[config.mk]
export PLATFORM = sky130hd
export DESIGN_NAME = ternary_to_binary_converter
export DESIGN_NICKNAME = d
export VERILOG_FILES = /design/src/rtl/ternary_pkg.sv /design/src/rtl/ternary_to_binary_converter_trit_mac.sv /design/src/rtl/ternary_to_binary_converter.sv
export SDC_FILE = /design/constraint.sdc
export NUM_CORES = 1
export LEC_CHECK = 0
export ABC_AREA = 0
export CORE_ASPECT_RATIO = 1.5
export CORE_MARGIN = 1.5
export CORE_UTILIZATION = 57
export CTS_CLUSTER_DIAMETER = 30
export DETAILED_ROUTE_END_ITERATION = 8
export PLACE_DENSITY = 0.95
export SLEW_MARGIN = 10
export SYNTH_ARGS = -nofsm -noshare
export SYNTH_HDL_FRONTEND = slang
export SYNTH_HIERARCHICAL = 1
export SYNTH_SLANG_ARGS = --single-unit
[constraint.sdc]
create_clock -name clk -period 5 [get_ports clk]
set_input_delay 1 -clock clk [delete_from_list [all_inputs] [get_ports clk]]
set_output_delay 1 -clock clk [all_outputs]
set_load 0.05 [all_outputs]
[src/rtl/ternary_pkg.sv]
// Shared definitions for the ternary-to-binary converter: trit codes,
// FSM state encoding and width helpers.
package ternary_pkg;

   localparam int TRIT_W = 2;

   localparam logic [TRIT_W-1:0] TRIT_0   = 2'b00;
   localparam logic [TRIT_W-1:0] TRIT_1   = 2'b01;
   localparam logic [TRIT_W-1:0] TRIT_2   = 2'b10;
   localparam logic [TRIT_W-1:0] TRIT_BAD = 2'b11;

   typedef enum logic [1:0] {
      ST_IDLE = 2'd0,
      ST_CONV = 2'd1,
      ST_DONE = 2'd2
   } state_e;

   // Binary width able to hold every value below 3^(n+1).
   function automatic int calc_w(input int n);
      longint unsigned p;
      int w;
      p = 64'd3;
      for (int i = 0; i < n; i++) begin
         p = p * 64'd3;
      end
      w = 0;
      while ((64'd1 << w) < p) begin
         w++;
      end
      return w;
   endfunction

   // Trit counter width: ceil(log2(n+1)).
   function automatic int calc_cnt_w(input int n);
      return $clog2(n + 1);
   endfunction

endpackage

[src/rtl/ternary_to_binary_converter_trit_mac.sv]
// One Horner step: acc*3 + trit, flagging the illegal trit code.
module trit_mac
   import ternary_pkg::*;
#(
   parameter int W = 8
)(
   input  logic [W-1:0]      acc_i,
   input  logic [TRIT_W-1:0] trit_i,
   output logic [W-1:0]      acc_o,
   output logic              bad_o
);

   logic [W-1:0] digit;

   // Decode the trit (illegal code adds nothing) and multiply-accumulate.
   always_comb begin
      digit = '0;
      bad_o = 1'b0;
      case (trit_i)
         TRIT_1:   digit = W'(1);
         TRIT_2:   digit = W'(2);
         TRIT_BAD: bad_o = 1'b1;
         default:  digit = '0;
      endcase
      acc_o = (acc_i << 1) + acc_i + digit;
   end

endmodule

[src/rtl/ternary_to_binary_converter.sv]
// Serial ternary-to-binary converter: latches a trit word plus carry,
// folds one trit per cycle MSB first, then holds the result until taken.
module ternary_to_binary_converter
   import ternary_pkg::*;
#(
   parameter  int N = 4,
   localparam int W = calc_w(N)
)(
   input  logic           clk,
   input  logic           rst_n,
   input  logic           in_valid,
   output logic           in_ready,
   input  logic [2*N-1:0] in_sum,
   input  logic           in_cout,
   output logic           out_valid,
   input  logic           out_ready,
   output logic [W-1:0]   out_value,
   output logic           out_err
);

   localparam int               CNT_W    = calc_cnt_w(N);
   localparam logic [CNT_W-1:0] CNT_LAST = CNT_W'(N - 1);

   state_e              state_q, state_d;
   logic [2*N-1:0]      word_q, word_d;
   logic [W-1:0]        acc_q, acc_d;
   logic                err_q, err_d;
   logic [CNT_W-1:0]    cnt_q, cnt_d;
   logic [TRIT_W-1:0]   trit_sel;
   logic [W-1:0]        mac_acc;
   logic                mac_bad;

   // Select the trit being folded: counter 0 picks trit N-1 (MSB first).
   always_comb begin
      trit_sel = TRIT_0;
      for (int k = 0; k < N; k++) begin
         if (int'(cnt_q) == N - 1 - k) begin
            trit_sel = word_q[TRIT_W*k +: TRIT_W];
         end
      end
   end

   trit_mac #(
      .W (W)
   ) u_trit_mac (
      .acc_i  (acc_q),
      .trit_i (trit_sel),
      .acc_o  (mac_acc),
      .bad_o  (mac_bad)
   );

   // Next-state logic for the IDLE -> CONV -> DONE handshake sequence.
   always_comb begin
      state_d = state_q;
      word_d  = word_q;
      acc_d   = acc_q;
      err_d   = err_q;
      cnt_d   = cnt_q;
      case (state_q)
         ST_IDLE: begin
            if (in_valid) begin
               word_d  = in_sum;
               acc_d   = W'(in_cout);
               err_d   = 1'b0;
               cnt_d   = '0;
               state_d = ST_CONV;
            end
         end
         ST_CONV: begin
            acc_d = mac_acc;
            err_d = err_q | mac_bad;
            if (cnt_q == CNT_LAST) begin
               state_d = ST_DONE;
            end else begin
               cnt_d = cnt_q + CNT_W'(1);
            end
         end
         ST_DONE: begin
            if (out_ready) begin
               state_d = ST_IDLE;
            end
         end
         default: state_d = ST_IDLE;
      endcase
   end

   // State registers; reset clears everything including the latched word.
   always_ff @(posedge clk or negedge rst_n) begin
      if (!rst_n) begin
         state_q <= ST_IDLE;
         word_q  <= '0;
         acc_q   <= '0;
         err_q   <= 1'b0;
         cnt_q   <= '0;
      end else begin
         state_q <= state_d;
         word_q  <= word_d;
         acc_q   <= acc_d;
         err_q   <= err_d;
         cnt_q   <= cnt_d;
      end
   end

   assign in_ready  = (state_q == ST_IDLE);
   assign out_valid = (state_q == ST_DONE);
   assign out_value = acc_q;
   assign out_err   = err_q;

endmodule
==> Word-level counts from Yosys, hierarchy flattened <==
Index checks and enable logic that the tools add are counted.
{ "totals": {"register_bits": 22, "latchBits": 0, "ramBits": 0, "rom_bits": 0, "elab_cells": 46, "memories": 0} }
{ "op_classes": {"addsub": 3, "n_mul": 0, "div": 0, "order_cmp": 0, "eq_ne": 13, "n_shift": 0, "mux": 17, "n_bitwise": 1, "reduce_logical": 7} }
{ "ops": {"columns": ["operator", "count"], "rows": [
  ["8-bit case mux with 2 select lines", 1],
  ["2-bit 2-to-1 mux", 7],
  ["8-bit by 2-bit adder with 8-bit output", 1],
  ["8-bit adder", 1],
  ["8-bit 2-to-1 mux", 1],
  ["2-bit equality test, second input constant", 3],
  ["3-bit by 2-bit equality test with 1-bit output, second input constant", 2],
  ["3-bit equality test, second input constant", 2],
  ["3-bit 2-to-1 mux", 2],
  ["2-bit inequality test, second input constant", 3],
  ["2-bit case mux with 3 select lines", 1],
  ["3-bit case mux with 2 select lines", 1],
  ["3-bit AND reduction", 2],
  ["2-bit by 1-bit equality test with 1-bit output, second input constant", 2],
  ["2-bit case mux with 2 select lines", 1],
  ["2-bit AND reduction", 2],
  ["3-bit by 1-bit adder with 3-bit output, second input constant", 1],
  ["3-bit logical NOT", 1],
  ["2-bit logical NOT", 1],
  ["1-bit 2-to-1 mux", 2],
  ["2-bit by 1-bit inequality test with 1-bit output, second input constant", 1],
  ["1-bit case mux with 2 select lines", 1],
  ["2-bit nonzero test", 1],
  ["1-bit OR", 1]
]} }

==> Logic depth before layout (Yosys ltp) <==
{ "logic_depth": {"ltp_word": 9, "depth_mapped": 16} }

==> By module <==
The synthesis kept the hierarchy.
{ "modules_own_cells": {"columns": ["module", "instances", "cells_each", "area_each_um2"], "rows": [
  ["ternary_to_binary_converter", 1, 90, 1096.1],
  ["trit_mac", 1, 46, 389.1]
]} }

==> Worst setup path after synthesis <==
OpenSTA, ideal clock, no wires.
{ "synth_path": {"path_type": "reg-to-reg", "from": "reg cnt_q[2]", "to": "reg acc_q[7], in the netlist out_value[7]", "t_arrival_ns": 2.981, "slack_ns": 1.898, "path_stages_with_launch": 17, "path_buffers": 1, "cell_sequence": "dfrtp_1 clkbuf_1 inv_1 ha_1 o211ai_1 a21oi_1 nand2b_1 fa_1 inv_1 ha_1 inv_1 fa_1 nor2b_4 o31a_1 o22ai_2 xnor2_1 a22o_1"} }
{ "synth_via": {"elab_chain_cells": 9, "elab_cells_between_ends": 13, "classes_between": "add/sub: 1; eq/ne: 5; mux: 6; reduce/logical: 1"} }
{ "synth_lines": {"columns": ["element", "line", "rtl"], "rows": [
  ["start, declared", "ternary_to_binary_converter.sv:28", "logic [CNT_W-1:0] cnt_q, cnt_d;"],
  ["start signal, assigned", "ternary_to_binary_converter.sv:100", "cnt_q <= cnt_d;"],
  ["3-bit equality test", "ternary_to_binary_converter.sv:37", "if (int'(cnt_q) == N - 1 - k) begin"],
  ["2-bit 2-to-1 mux (3 in series)", "ternary_to_binary_converter.sv:37", null],
  ["2-bit 2-to-1 mux *", "ternary_to_binary_converter.sv:37", null],
  ["net trit_sel[0]", "ternary_to_binary_converter.sv:29", "logic [TRIT_W-1:0] trit_sel;"],
  ["2-bit equality test or 2-bit by 1-bit equality test with 1-bit output (tied branches)", "ternary_to_binary_converter_trit_mac.sv:19", "case (trit_i)"],
  ["2-bit case mux with 2 select lines *", "ternary_to_binary_converter_trit_mac.sv:19", null],
  ["8-bit by 2-bit adder with 8-bit output *", "ternary_to_binary_converter_trit_mac.sv:25", "acc_o = (acc_i << 1) + acc_i + digit;"],
  ["net mac_acc[7]", "ternary_to_binary_converter.sv:30", "logic [W-1:0] mac_acc;"],
  ["8-bit case mux with 2 select lines *", "ternary_to_binary_converter.sv:59", "case (state_q)"],
  ["end signal, assigned", "ternary_to_binary_converter.sv:92", "acc_q <= '0;"],
  ["end signal, assigned", "ternary_to_binary_converter.sv:98", "acc_q <= acc_d;"],
  ["end, declared", "ternary_to_binary_converter.sv:26", "logic [W-1:0] acc_q, acc_d;"]
]} }
The timed path passes the listed nets; every way through them passes the cells marked *.
A chain may end at the register's enable or synchronous reset.

==> Final worst setup path <==
{ "layout_path": {"from": "reg cnt_q[1]", "to": "reg acc_q[7], in the netlist out_value[7]"} }
The elaborated chain is that of the path after synthesis.

==> metrics <==
status finished, violations left; failing checks DRC; I/O Buffers 23; syn_nets 169; RSZ-0062 raised after global routing false; Period minus WS final 3.47 ns; dominant cell type by area after synthesis dfrtp_1; prevailing post-synth register cell dfrtp_1; vias in the first global route 1186; drt wl/cell 16.4 um; post-detail-place hpwl 2260 um; DRT Wirelength 3010 um; area growth from synthesis to layout 18.1%; final hold vios 0; Sinks on Clock Net 22; synth warn 6; worst hold path class flop to flop; CP Max Fanout 7; FFs w/ async S/R, synth 100%; CTS tree yes; delay-heaviest family, CP adder cells; total congestion overflow 0; grt met1 use 27.9%; min-delay src word_q[3]; # rows 22; core area 0.00245 mm^2; CP Buf/Inv Count 2; #FFs+latches synth 22; Vias/cell 6.03; met2 Usage GRT 40.8%; layout cells sized above 1 11.9%; # Post-CTS Setup Buffers 0; Slew headroom 33.8%; Vias 1103; post-synth cell types 34; Register Area 551 um^2; most used cell, CP ha_1; R2R depth 15; multi-input logic area 858 um^2; die area 0.00293 mm^2; fillers 168; Tcrit/Tclk final 69.4%; FF-to-FF setup slack 1.53 ns; Post-DRT Antenna Nets 0; first-pass GRT wire length 5100 um; Worst EP required 5.20 ns; I/O pin cnt 24; maxcap violations 0; post-synthesis cell count 136; Seq/Total Area, Yosys 37.1%; Root Buffer clkbuf_4; H-tree depth 1; synthesized area 0.00149 mm^2; initial antenna violation count 0; clock latency at the later pin of the worst-skew pair 0.30 ns; clk slew on worst S/H paths 0.12 ns; Ant. Diodes 0; crit-path max cell delay 0.44 ns; number of flops mapped to enable cells by yosys 0; critical path's slowest cell fa_1; global routing's busiest layer met2; WS Path Type flop to flop; hold path depth 1; drt first pass iters 6; Mapped Avg Cell Area 10.9 um^2; GRT Util Overall 23.5%; Area contributors post-synth dfrtp_1 37%, ha_1 15%, mux2_2 6.8%; 1st-iter DRT viols 19; Fmax achieved 288 MHz; Final Skew 0.00549 ns; Slew Limit Fails 0; met3 usage 2.75%; FF-to-FF Start cnt_q[1]; top cell type's share of synthesized area 37.1%; most frequent cell after synthesis dfrtp_1; crit end category flop; final setup vio count 0; DRC errors left 2; initial core utilization 60.6%; placer congestion estimate 0.811; Worst Tran Pin Value 0.989 ns; die height 65.5 um; Die X 44.7 um; hold path endpoint word_q[3]; Num CTS Buffers 3; commonest cells in the netlist 22 x dfrtp_1, 18 x ha_1, 13 x inv_1; final net count 193; CP Launch Type flop; CTS resizes 0; R2R Path End out_value[7]; CP cell instances ha_1 > ha_1 > o211ai_1 > a21oi_1 > nand2b_1 > fa_1 > inv_1 > ha_1 > inv_1 > fa_1 > nor2b_4 > o31a_1 > o22ai_2 > xnor2_1 > a22o_1; Total Neg Setup Slack 0 ns; Clock Tree Buf Depth 2; Critical Path AT 3.67 ns; # hold bufs at CTS 0; largest net degree at the start of global routing 23
-- how the worst max path moves through the flow --
stage	cells after the start	startpoint	to	slack, ns
6_report	15	cnt_q[1]	out_value[7]	1.53
5_1_grt	15	cnt_q[2]	out_value[7]	1.34
4_1_cts	15	cnt_q[1]	out_value[7]	1.59
3_5_place_dp	15	cnt_q[1]	out_value[7]	1.65
3_3_place_gp	16	cnt_q[1]	out_value[7]	1.79
2_1_floorplan	16	cnt_q[2]	out_value[7]	1.90
-- per-layer routing --
| metal | routed length [um] | part of all wire [%] |
|---|---|---|
| met5 | 0 | 0 |
| met3 | 119 | 4.0 |
| met2 | 1650 | 55 |
| met4 | 60 | 2.0 |
| met1 | 1180 | 39 |
-- sequential cells by signal, indices dropped and copies added, names as in the netlist --
| register | count |
|---|---|
| cnt_q | 3 |
| out_err | 1 |
| out_value | 8 |
| state_q | 2 |
| word_q | 8 |
-- final cells by class --
class                   count  area share [%]
clock buffers               4            2.07
flip-flops and latches     22            31.4
multi-input cells          97            48.9
repair buffers             23            13.1
inverters                  13            2.78
well taps                  24            1.71
-- metrics by stage --
step,utilization [%],cells,hold WS (ns),area (um^2),setup WS [ns]
after floorplan,-,136,0.481,1490,1.90
after global placement,70.1,179,0.493,1720,1.79
after detailed placement,70.1,179,0.501,1720,1.65
after CTS,71.6,183,0.529,1750,1.59
after global routing,71.6,183,0.549,1750,1.34
final,71.6,183,0.526,1750,1.53
-- worst reg2reg max path: cells and delay by family, from the launching register on --
family / cells / cell delay (ns)
XOR/XNOR: 1 / 0.13
AND/OR/NAND/NOR: 2 / 0.31
AO/OA/AOI/OAI: 5 / 0.85
flip-flops: 1 / 0.43
buffers and inverters: 2 / 0.12
adder cells (fa/ha/maj): 5 / 1.53
-- layout by cell type (no fill, tap or decap) --
cell and n:
clkbuf_8 1, nor2b_1 4, and2_1 1, a31oi_1 1, nand3b_1 2, nand2b_4 1
o31ai_1 2, dfrtp_1 22, o21ai_4 1, clkbuf_4 3, nand2_1 4, nor2b_4 1
a22oi_1 1, xnor2_1 6, nor2_1 8, o21ai_0 2, nand2b_1 1, mux2i_1 1
ha_1 18, or2_2 1, nor3b_1 2, a21oi_1 9, fa_1 2, clkdlybuf4s50_1 23
a22o_1 11, o211ai_1 3, nor2_8 1, o22ai_2 1, mux2_2 9, o31a_1 1
inv_1 13, a21o_1 2, o21a_1 1
-- logic make-up (layout without fill, tap and decap cells) --
| logic type | Yosys count | in the layout | share of synthesized area [%] |
|---|---|---|---|
| AO/OA/AOI/OAI | 35 | 35 | 17.7 |
| XOR/XNOR | 6 | 6 | 3.54 |
| adder cells (fa/ha/maj) | 20 | 20 | 17.9 |
| buffers and inverters | 17 | 40 | 5.14 |
| flip-flops | 22 | 22 | 37.1 |
| multiplexers | 10 | 10 | 7.50 |
| AND/OR/NAND/NOR | 26 | 26 | 11.2 |
Power is not shown: default switching activity piles up to over one toggle a cycle in this logic, so the estimate is an artifact.
